## config.mk

```make
export PLATFORM = sky130hd
export DESIGN_NAME = mc_alu_issue_ctrl
export DESIGN_NICKNAME = d
export VERILOG_FILES = /design/src/rtl/mc_cpu_pkg.sv /design/src/rtl/mc_alu_op_decode.sv /design/src/rtl/mc_alu_issue_ctrl.sv
export SDC_FILE = /design/constraint.sdc
export NUM_CORES = 1
export LEC_CHECK = 0
export ABC_AREA = 1
export BUFFER_PORTS_ARGS = -buffer_cell sky130_fd_sc_hd__buf_2
export CAP_MARGIN = 5
export CORE_MARGIN = 2
export CORE_UTILIZATION = 41
export CTS_CLUSTER_DIAMETER = 120
export DETAILED_ROUTE_END_ITERATION = 8
export PLACE_DENSITY_LB_ADDON = 0.25
export SETUP_SLACK_MARGIN = 0.02
export SLEW_MARGIN = 20
export SYNTH_ARGS = -nofsm -noshare
export SYNTH_HDL_FRONTEND = slang
export SYNTH_SLANG_ARGS = --single-unit
```

## constraint.sdc

```tcl
create_clock -name clk -period 1.6 [get_ports clk]
set_clock_uncertainty 0.15 [all_clocks]
set_input_delay 0 -clock clk [delete_from_list [all_inputs] [get_ports clk]]
set_output_delay 0 -clock clk [all_outputs]
set_load 0.1 [all_outputs]
```

## src/rtl/mc_cpu_pkg.sv

```systemverilog
// Shared definitions for the multicycle CPU control path: state encodings,
// opcode/funct constants, ALU operation codes and datapath mux select codes.
// funct_legal() reports whether an R-type funct field names a supported op.
package mc_cpu_pkg;

  localparam logic [3:0] S_IDLE    = 4'd0;
  localparam logic [3:0] S_FETCH   = 4'd1;
  localparam logic [3:0] S_DECODE  = 4'd2;
  localparam logic [3:0] S_MEM_ADR = 4'd3;
  localparam logic [3:0] S_MEM_RD  = 4'd4;
  localparam logic [3:0] S_MEM_WR  = 4'd5;
  localparam logic [3:0] S_MEM_WB  = 4'd6;
  localparam logic [3:0] S_R_EXE   = 4'd7;
  localparam logic [3:0] S_R_WB    = 4'd8;
  localparam logic [3:0] S_I_EXE   = 4'd9;
  localparam logic [3:0] S_I_WB    = 4'd10;
  localparam logic [3:0] S_BR      = 4'd11;
  localparam logic [3:0] S_JUMP    = 4'd12;
  localparam logic [3:0] S_TRAP    = 4'd13;

  localparam logic [5:0] OP_R    = 6'b000000;
  localparam logic [5:0] OP_LW   = 6'b100011;
  localparam logic [5:0] OP_SW   = 6'b101011;
  localparam logic [5:0] OP_BEQ  = 6'b000100;
  localparam logic [5:0] OP_BNE  = 6'b000101;
  localparam logic [5:0] OP_ADDI = 6'b001000;
  localparam logic [5:0] OP_ANDI = 6'b001100;
  localparam logic [5:0] OP_ORI  = 6'b001101;
  localparam logic [5:0] OP_J    = 6'b000010;

  localparam logic [5:0] F_ADD = 6'b100000;
  localparam logic [5:0] F_SUB = 6'b100010;
  localparam logic [5:0] F_AND = 6'b100100;
  localparam logic [5:0] F_OR  = 6'b100101;
  localparam logic [5:0] F_XOR = 6'b100110;
  localparam logic [5:0] F_NOR = 6'b100111;
  localparam logic [5:0] F_SLT = 6'b101010;

  localparam logic [2:0] ALU_ADD = 3'b000;
  localparam logic [2:0] ALU_SUB = 3'b001;
  localparam logic [2:0] ALU_AND = 3'b010;
  localparam logic [2:0] ALU_OR  = 3'b011;
  localparam logic [2:0] ALU_XOR = 3'b100;
  localparam logic [2:0] ALU_NOR = 3'b101;
  localparam logic [2:0] ALU_EQ  = 3'b110;
  localparam logic [2:0] ALU_NE  = 3'b111;

  localparam logic [1:0] SRCB_REG  = 2'b00;
  localparam logic [1:0] SRCB_FOUR = 2'b01;
  localparam logic [1:0] SRCB_IMM  = 2'b10;
  localparam logic [1:0] SRCB_IMM4 = 2'b11;

  localparam logic [1:0] PCS_ALU    = 2'b00;
  localparam logic [1:0] PCS_ALUOUT = 2'b01;
  localparam logic [1:0] PCS_JUMP   = 2'b10;

  function automatic logic funct_legal(input logic [5:0] f);
    case (f)
      F_ADD, F_SUB, F_AND, F_OR, F_XOR, F_NOR, F_SLT: return 1'b1;
      default:                                        return 1'b0;
    endcase
  endfunction

endpackage

```

## src/rtl/mc_alu_op_decode.sv

```systemverilog
// ALU operation decode for the multicycle control FSM.
// Ports: state/opcode/funct in; alu_oprd (3b) and alu_ifslt out.
// Only R_EXE, I_EXE and BR drive a non-add operation; every other state
// yields add with ifslt clear, which is also the all-zero idle value.
import mc_cpu_pkg::*;

module mc_alu_op_decode (
  input  logic [3:0] state,
  input  logic [5:0] opcode,
  input  logic [5:0] funct,
  output logic [2:0] alu_oprd,
  output logic       alu_ifslt
);

  always_comb begin
    alu_oprd  = ALU_ADD;
    alu_ifslt = 1'b0;
    case (state)
      S_R_EXE: begin
        case (funct)
          F_SUB: alu_oprd = ALU_SUB;
          F_AND: alu_oprd = ALU_AND;
          F_OR:  alu_oprd = ALU_OR;
          F_XOR: alu_oprd = ALU_XOR;
          F_NOR: alu_oprd = ALU_NOR;
          F_SLT: begin
            alu_oprd  = ALU_SUB;
            alu_ifslt = 1'b1;
          end
          default: alu_oprd = ALU_ADD;
        endcase
      end
      S_I_EXE: begin
        case (opcode)
          OP_ANDI: alu_oprd = ALU_AND;
          OP_ORI:  alu_oprd = ALU_OR;
          default: alu_oprd = ALU_ADD;
        endcase
      end
      S_BR: alu_oprd = (opcode == OP_BNE) ? ALU_NE : ALU_EQ;
      default: ;
    endcase
  end

endmodule

```

## src/rtl/mc_alu_issue_ctrl.sv

```systemverilog
// Multicycle CPU main control FSM (issuing side of the ALU interface).
// Sequences FETCH/DECODE/EXE/MEM/WB, handshakes memory via mem_ready and
// drives the datapath selects, ALU opcode and slt select.
// Ports: clk, rst (sync, active high), opcode/funct from IR, zero, mem_ready;
// outputs pc_write, pc_write_cond, i_or_d, mem_read, mem_write, ir_write,
// mem_to_reg, reg_dst, reg_write, alu_src_a, alu_src_b, pc_source, alu_oprd,
// alu_ifslt, state_o (debug) and, with ILLEGAL_TRAP_EN defined, illegal.
// ILLEGAL_TRAP_EN: unknown instructions lock into TRAP until reset instead
// of being retired as NOPs.
import mc_cpu_pkg::*;

module mc_alu_issue_ctrl #(
  parameter int MEM_HANDSHAKE = 1,
  parameter int STATE_W       = 4
) (
  input  logic               clk,
  input  logic               rst,
  input  logic [5:0]         opcode,
  input  logic [5:0]         funct,
  input  logic               zero,
  input  logic               mem_ready,
  output logic               pc_write,
  output logic               pc_write_cond,
  output logic               i_or_d,
  output logic               mem_read,
  output logic               mem_write,
  output logic               ir_write,
  output logic               mem_to_reg,
  output logic               reg_dst,
  output logic               reg_write,
  output logic               alu_src_a,
  output logic [1:0]         alu_src_b,
  output logic [1:0]         pc_source,
  output logic [2:0]         alu_oprd,
  output logic               alu_ifslt,
  output logic [STATE_W-1:0] state_o
`ifdef ILLEGAL_TRAP_EN
  ,
  output logic               illegal
`endif
);

  logic [3:0] state, nxt;
  logic       ready;
  logic [3:0] bad_dest;

  // Zero is consumed by the datapath (PC load qualified by pc_write_cond);
  // the FSM itself never branches on it.
  logic unused_zero;
  assign unused_zero = zero;

  assign ready = (MEM_HANDSHAKE != 0) ? mem_ready : 1'b1;

`ifdef ILLEGAL_TRAP_EN
  assign bad_dest = S_TRAP;
  assign illegal  = (state == S_TRAP);
`else
  assign bad_dest = S_FETCH;
`endif

  always_ff @(posedge clk) begin
    if (rst) state <= S_IDLE;
    else     state <= nxt;
  end

  always_comb begin
    nxt = state;
    case (state)
      S_IDLE:   nxt = S_FETCH;
      S_FETCH:  if (ready) nxt = S_DECODE;
      S_DECODE: begin
        case (opcode)
          OP_R:                      nxt = funct_legal(funct) ? S_R_EXE : bad_dest;
          OP_LW, OP_SW:              nxt = S_MEM_ADR;
          OP_BEQ, OP_BNE:            nxt = S_BR;
          OP_ADDI, OP_ANDI, OP_ORI:  nxt = S_I_EXE;
          OP_J:                      nxt = S_JUMP;
          default:                   nxt = bad_dest;
        endcase
      end
      S_MEM_ADR: nxt = (opcode == OP_SW) ? S_MEM_WR : S_MEM_RD;
      S_MEM_RD:  if (ready) nxt = S_MEM_WB;
      S_MEM_WR:  if (ready) nxt = S_FETCH;
      S_R_EXE:   nxt = S_R_WB;
      S_I_EXE:   nxt = S_I_WB;
      S_MEM_WB, S_R_WB, S_I_WB, S_BR, S_JUMP: nxt = S_FETCH;
      S_TRAP:    nxt = S_TRAP;
      default:   nxt = S_IDLE;
    endcase
  end

  mc_alu_op_decode u_op_dec (
    .state     (state),
    .opcode    (opcode),
    .funct     (funct),
    .alu_oprd  (alu_oprd),
    .alu_ifslt (alu_ifslt)
  );

  always_comb begin
    pc_write      = 1'b0;
    pc_write_cond = 1'b0;
    i_or_d        = 1'b0;
    mem_read      = 1'b0;
    mem_write     = 1'b0;
    ir_write      = 1'b0;
    mem_to_reg    = 1'b0;
    reg_dst       = 1'b0;
    reg_write     = 1'b0;
    alu_src_a     = 1'b0;
    alu_src_b     = SRCB_REG;
    pc_source     = PCS_ALU;
    case (state)
      S_FETCH: begin
        mem_read  = 1'b1;
        alu_src_b = SRCB_FOUR;
        // IR and PC+4 commit only in the cycle the read is accepted.
        ir_write  = ready;
        pc_write  = ready;
      end
      S_DECODE:  alu_src_b = SRCB_IMM4;
      S_MEM_ADR: begin
        alu_src_a = 1'b1;
        alu_src_b = SRCB_IMM;
      end
      S_MEM_RD: begin
        mem_read = 1'b1;
        i_or_d   = 1'b1;
      end
      S_MEM_WR: begin
        mem_write = 1'b1;
        i_or_d    = 1'b1;
      end
      S_MEM_WB: begin
        reg_write  = 1'b1;
        mem_to_reg = 1'b1;
      end
      S_R_EXE:   alu_src_a = 1'b1;
      S_R_WB: begin
        reg_write = 1'b1;
        reg_dst   = 1'b1;
      end
      S_I_EXE: begin
        alu_src_a = 1'b1;
        alu_src_b = SRCB_IMM;
      end
      S_I_WB:    reg_write = 1'b1;
      S_BR: begin
        alu_src_a     = 1'b1;
        pc_write_cond = 1'b1;
        pc_source     = PCS_ALUOUT;
      end
      S_JUMP: begin
        pc_write  = 1'b1;
        pc_source = PCS_JUMP;
      end
      default: ;
    endcase
  end

  assign state_o = STATE_W'(state);

endmodule

```

==> impl_metrics.env, run 1 <==
export IMPL_outcome="aborted with a tool error"
export IMPL_failing_step="global routing"
export IMPL_tool_error="[ERROR DPL-0033] detailed placement checks failed during check placement."
export IMPL_netlist_cell_type_count=19
export IMPL_antenna_found_initial=0
export IMPL_cts_root_buf="clkbuf_4"
export IMPL_rows=13
export IMPL_synth_common_cells="nand2_1 (28), nor2_1 (26), inv_1 (25)"
export IMPL_die_y_um=41.6
export IMPL_netlist_area_um2=581
export IMPL_ios=38
export IMPL_synth_top_area_cell="nand2_1"
export IMPL_place_congestion=0.858
export IMPL_worst_endpoint="alu_oprd[0]"
export IMPL_synthTopCellsByArea="nand2_1 (18%), nor2_1 (17%), inv_1 (16%), dfxtp_1 (14%), nand3_1 (5.2%)"
export IMPL_worst_endpoint_kind="top-level output"
export IMPL_yosysMostFrequentCell="nand2_1"
export IMPL_die_w_um=41.6
export IMPL_synth_top_area_share_pct=18.1
export IMPL_numCtsBuffers=3
export IMPL_synth_cells=117
export IMPL_yosysWarnings=0
export IMPL_cts_sinks=4
export IMPL_ys_ff_latch=4
export IMPL_portBuffers=36
export IMPL_dp_hpwl_um=2070
export IMPL_initial_core_util_pct=44.1
export IMPL_ys_async_sr_fraction_pct=0
export IMPL_ys_flop_type="dfxtp_1"
export IMPL_grt_start_max_net_pins=7
export IMPL_place_area_um2=1160
export IMPL_synth_nets=133
export IMPL_yosysSeqAreaShare_pct=13.8
export IMPL_cts_max_level=1
export IMPL_synth_edf_count=0
export IMPL_avgSynthCellArea_um2=4.96
export IMPL_clk_path_buf_depth=2
cell families after synthesis:
| logic type | synth area share, % |
|---|---|
| flops | 13.8 |
| compound gates | 17.7 |
| buf+inv | 17.5 |
| simple gates | 51.1 |
per-stage QoR:
stage	setup slack [ns]	hold slack, ns	std cells	utilization (%)
CTS	0.00121	0.0312	182	97.0
detailed placement	0.0439	0.0580	170	88.4
global placement	0.0881	0.0577	170	88.4
floorplan	-0.367	-0.0906	117	-
what timing repair did:
action / 4_1_cts
pin swaps: 8
setup buffers: 8
endpoints found under the setup margin: 8
hold buffers: 1
endpoints found under the hold margin: 4
resized for setup: 9
==> run 2: changes to the inputs <==
Settings changed: CORE_AREA set to 2 2 63 65, CORE_MARGIN 2 to unset, CORE_UTILIZATION 41 to unset, CTS_CLUSTER_DIAMETER 120 to unset, DIE_AREA set to 0 0 65 67, PLACE_DENSITY_LB_ADDON 0.25 to 0.15, SETUP_SLACK_MARGIN 0.02 to unset.
==> impl_metrics.env, run 2 <==
export IMPL_outcome="finished clean"
export IMPL_portBuffers=36
export IMPL_synth_top_area_cell="nand2_1"
export IMPL_clk_path_buf_depth=2
export IMPL_p_leak_uw=0.000693
export IMPL_synth_top_area_share_pct=18.1
export IMPL_setup_viol=0
export IMPL_area_delta_synth_final_pct=139
export IMPL_grt_ovfl_total=0
export IMPL_numCtsBuffers=3
export IMPL_yosysMostFrequentCell="nand2_1"
export IMPL_synthTopCellsByArea="nand2_1 (18%), nor2_1 (17%), inv_1 (16%), dfxtp_1 (14%), nand3_1 (5.2%)"
export IMPL_cts_root_buf="clkbuf_8"
export IMPL_cts_sinks=4
export IMPL_gr_usage_all_layers_pct=11.0
export IMPL_fillCellCount=389
export IMPL_hold_depth=4
export IMPL_worstPathArrival_ns=1.42
export IMPL_r2r_cells=8
export IMPL_yosysSeqAreaShare_pct=13.8
export IMPL_grt_pass1_wl_um=3820
export IMPL_synth_cells=117
export IMPL_clk_pin_slew_ns=0.03
export IMPL_drt_wirelength_per_cell_um=10.4
export IMPL_drive_above_1_share_pct=55.2
export IMPL_min_path_type="in -> reg"
export IMPL_slew_viol_final=0
export IMPL_end_kind="output pin"
export IMPL_dp_cells=208
export IMPL_ios=38
export IMPL_viasPerCell=4.08
export IMPL_grt_start_max_net_pins=7
export IMPL_hold_start="mem_ready"
export IMPL_cts_max_level=1
export IMPL_drv_cap=0
export IMPL_rsz0062_at_grt="true"
export IMPL_finalCritPeriodShare_pct=98.2
export IMPL_ys_flop_type="dfxtp_1"
export IMPL_drtIter0Drc=23
export IMPL_die_w_um=65
export IMPL_dr_pass1_iters=4
export IMPL_final_common_cell="nand2_1"
export IMPL_final_cell_mix="nand2_1 (22), inv_1 (19), buf_2 (19)"
export IMPL_tightest_slew_ns=0.493
export IMPL_clock_latency_ns=0.22
export IMPL_vdd_ir_drop_max_v=0.000430
export IMPL_synth_nets=133
export IMPL_synth_common_cells="nand2_1 (28), nor2_1 (26), inv_1 (25)"
export IMPL_rows=22
export IMPL_hold_end="state_o[0]"
export IMPL_reg2reg_to="state_o[2]"
export IMPL_ys_ff_latch=4
export IMPL_regToRegSetupSlack_ns=0.16
export IMPL_wirelength_um=2280
export IMPL_cp_num_buf_inv=3
export IMPL_fin_crit_ns=1.57
export IMPL_avgSynthCellArea_um2=4.96
export IMPL_nNetsFinal=190
export IMPL_largest_reg_flops=4
export IMPL_place_area_um2=1230
export IMPL_max_slew_margin_pct=67.3
export IMPL_grt_pass1_vias=881
export IMPL_diodes=0
export IMPL_cts_tree="yes"
export IMPL_dieArea_um2=4360
export IMPL_path_cells="inv_4, nand2_4, nor2_4, inv_2, o311ai_4, buf_12"
export IMPL_dr_total_vias=897
export IMPL_setup_ws_ns=0.0294
export IMPL_drc_errors=0
export IMPL_hold_viol_final=0
export IMPL_r2r_start="state_o[3]"
export IMPL_fin_area_um2=1390
export IMPL_dp_hpwl_um=1910
export IMPL_dpl_worst_slack_ns=0.0464
export IMPL_critPathSlowestCell="dfxtp_4"
export IMPL_fin_util_pct=38.5
export IMPL_critical_path_class="reg -> out"
export IMPL_coreArea_um2=3610
export IMPL_synth_edf_count=0
export IMPL_critPathLaunchType="flop"
export IMPL_ant_nets=0
export IMPL_cp_top_family="flip-flops"
export IMPL_netlist_cell_type_count=19
export IMPL_powerDensity_nw_per_um2=1470
export IMPL_cp_max_fo=6
export IMPL_netlist_area_um2=581
export IMPL_yosysWarnings=0
export IMPL_max_stage_delay_ns=0.36
export IMPL_antenna_found_initial=0
export IMPL_initial_core_util_pct=16.1
export IMPL_place_congestion=0.742
export IMPL_fmax_mhz=637
export IMPL_crit_required_ns=1.45
export IMPL_ys_async_sr_fraction_pct=0
export IMPL_die_y_um=67
export IMPL_layoutNonFillerInstCount=220
==> run 2: cell counts after synthesis <==
No cell type changed its count.
==> run 2: layer usage <==
metal	global-route usage [%]	share of wire [%]	vias to the layer above
li1	-	-	482
met1	14.1	44	392
met2	18.7	51	21
met3	1.69	4.3	2
met4	3.99	0.83	0
met5	0	0	-
==> run 2: tightest hold or removal path, stage by stage <==
cell	delay (ns)
buf_2	0.09
nor2_1	0.05
o21ai_0	0.16
a21oi_1	0.06
==> run 2: metrics by stage <==
step | power, uW | setup TNS [ns] | hold slack [ns]
6_report | 2040 | 0 | 0.0354
5_1_grt | 2140 | -0.0715 | 0.0899
3_5_place_dp | 1700 | 0 | 0.0583
3_3_place_gp | 1690 | 0 | 0.0541
4_1_cts | 2000 | 0 | 0.0396
2_1_floorplan | 1210 | -3.80 | -0.0906
==> run 2: cell families after synthesis <==
logic type	synth area share [%]
AND/OR/NAND/NOR	51.1
buffers and inverters	17.5
flip-flops	13.8
AO/OA/AOI/OAI	17.7
==> run 2: timing repair <==
| action | CTS | global route |
|---|---|---|
| setup buffers | 6 | 2 |
| endpoints found under the setup margin | 6 | 10 |
| endpoints found under the hold margin | 4 | 0 |
| pin swaps | 7 | 5 |
| hold buffers | 1 | 0 |
| gates resized for setup | 7 | 12 |
| cloned | 0 | 0 |
==> run 2: worst max path at each step <==
stage	start	end	slack [ns]	cells past startpoint
after global routing	state_o[2]	alu_oprd[1]	-0.04	7
after global placement	state_o[1]	alu_oprd[0]	0.04	7
final	state_o[3]	alu_oprd[1]	0.03	6
after floorplan	state_o[0]	state_o[0]	-0.37	8
after detailed placement	state_o[1]	alu_oprd[0]	0.05	7
after CTS	state_o[2]	alu_src_a	0.004	6
==> run 2: layout make-up <==
class / count / area, um2 / area share, %
tap: 48 / 60.1 / 4.33
timing repair buffer: 53 / 541 / 39.0
sequential: 4 / 95.1 / 6.85
inverter: 25 / 105 / 7.57
clock buffer: 3 / 41.3 / 2.98
multi-input combinational: 87 / 546 / 39.3
==> run 2: power by group <==
group          leakage [uW]  internal (uW)  switching (uW)  total [uW]
clock             0.0000216            161            58.0         219
combinational      0.000636            507            1110        1620
sequential        0.0000356            140            63.0         203
Power figures use the tool's default switching activity.
==> run 3: changes to the inputs <==
Settings changed: SETUP_SLACK_MARGIN set to 0.1, SLEW_MARGIN 20 to unset.
==> impl_metrics.env, run 3 (same netlist as run 2, synthesis figures left out) <==
export IMPL_max_slew_margin_pct=67.7
export IMPL_layoutNonFillerInstCount=219
export IMPL_grt_pass1_wl_um=4050
export IMPL_dr_pass1_iters=4
export IMPL_gr_usage_all_layers_pct=11.6
export IMPL_area_delta_synth_final_pct=141
export IMPL_nNetsFinal=189
export IMPL_outcome="finished clean"
export IMPL_regToRegSetupSlack_ns=0.15
export IMPL_r2r_cells=7
export IMPL_numCtsBuffers=3
export IMPL_grt_ovfl_total=0
export IMPL_hold_slack_ns=0.0551
export IMPL_fillCellCount=381
export IMPL_min_path_type="in -> reg"
export IMPL_rsz0062_at_grt="true"
export IMPL_initial_core_util_pct=16.1
export IMPL_wirelength_um=2300
export IMPL_clk_path_buf_depth=2
export IMPL_viasPerCell=4.11
export IMPL_final_cell_mix="nand2_1 (22), inv_1 (18), buf_2 (18)"
export IMPL_diodes=0
export IMPL_worstPathArrival_ns=1.41
export IMPL_rows=22
export IMPL_cp_max_fo=5
export IMPL_antenna_found_initial=0
export IMPL_fin_area_um2=1400
export IMPL_ff_latch_area_um2=95.1
export IMPL_place_congestion=0.771
export IMPL_finalCritPeriodShare_pct=97.3
export IMPL_cts_sinks=4
export IMPL_slew_viol_final=0
export IMPL_coreArea_um2=3610
export IMPL_critical_path_class="reg -> out"
export IMPL_p_leak_uw=0.000687
export IMPL_die_w_um=65
export IMPL_setup_viol=0
export IMPL_setup_tns_final_ns=0
export IMPL_drive_above_1_share_pct=55.0
export IMPL_crit_required_ns=1.45
export IMPL_critPathLaunchType="flop"
export IMPL_drt_wirelength_per_cell_um=10.5
export IMPL_cts_max_level=1
export IMPL_vdd_ir_drop_max_v=0.000322
export IMPL_cts_tree="yes"
export IMPL_drtIter0Drc=23
export IMPL_multi_input_area_um2=557
export IMPL_grt_pass1_vias=917
export IMPL_dieArea_um2=4360
export IMPL_place_area_um2=1220
export IMPL_grt_start_max_net_pins=7
export IMPL_dr_total_vias=901
export IMPL_portBuffers=36
export IMPL_fmax_mhz=642
export IMPL_powerDensity_nw_per_um2=1470
export IMPL_ant_nets=0
export IMPL_dp_cells=206
export IMPL_fin_crit_ns=1.56
export IMPL_dpl_worst_slack_ns=0.0878
export IMPL_drc_errors=0
export IMPL_cts_root_buf="clkbuf_8"
export IMPL_die_y_um=67
export IMPL_reg2reg_to="state_o[0]"
export IMPL_clk_pin_slew_ns=0.03
export IMPL_ios=38
export IMPL_r2r_start="state_o[2]"
export IMPL_final_common_cell="nand2_1"
export IMPL_hold_viol_final=0
export IMPL_setup_ws_ns=0.0426
export IMPL_crit_path_start="state_o[1]"
export IMPL_drv_cap=0
export IMPL_crit_end="alu_oprd[1]"
export IMPL_largest_reg_flops=4
export IMPL_end_kind="output pin"
export IMPL_tightest_slew_ns=0.488
export IMPL_clock_latency_ns=0.22
export IMPL_dp_hpwl_um=1860
==> run 3: critical path, cell delays in order, from the launching register on <==
cell and delay (ns):
dfxtp_4 0.36, inv_4 0.07, nand2_4 0.06, nor2_4 0.12, nand4_1 0.13, buf_4 0.17
o311ai_4 0.06, buf_12 0.21
==> run 3: power breakdown <==
group          switching (uW)  internal [uW]
sequential               66.4            141
clock                    50.4            160
combinational            1120            526
==> run 3: timing repair <==
item,in CTS,in global routing
setup buffers,9,0
endpoints found under the setup margin,12,15
pin swaps,7,0
resized for setup,11,10
hold buffers,1,0
endpoints found under the hold margin,4,0
==> run 3: worst min path at each step <==
| stage | slack, ns | start | to | cells after the start |
|---|---|---|---|---|
| after floorplan | -0.09 | rst | state_o[0] | 1 |
| after global placement | 0.05 | rst | state_o[0] | 2 |
| after detailed placement | 0.06 | rst | state_o[1] | 2 |
| after CTS | 0.05 | mem_ready | state_o[0] | 4 |
| after global routing | 0.11 | opcode[3] | state_o[0] | 5 |
| final | 0.06 | mem_ready | state_o[0] | 4 |
==> run 3: area by class of cell <==
cell class	instances	area share [%]
multi-input combinational	87	39.8
timing repair buffer	52	38.8
inverter	25	7.33
sequential	4	6.80
tap	48	4.29
clock buffer	3	2.95
==> run 3: layer usage <==
layer / track usage (%) / wire length [um] / vias up
met3: 3.38 / 179 / 2
met2: 19.8 / 1070 / 29
met4: 1.60 / 8 / 0
li1: - / - / 479
met1: 14.6 / 1050 / 391
met5: 0 / 0 / -
==> run 3: stage by stage <==
step / util (%) / total power (uW)
2_1_floorplan: - / 1220
3_3_place_gp: 33.9 / 1690
3_5_place_dp: 33.9 / 1700
4_1_cts: 37.9 / 2030
5_1_grt: 38.8 / 2160
6_report: 38.8 / 2060
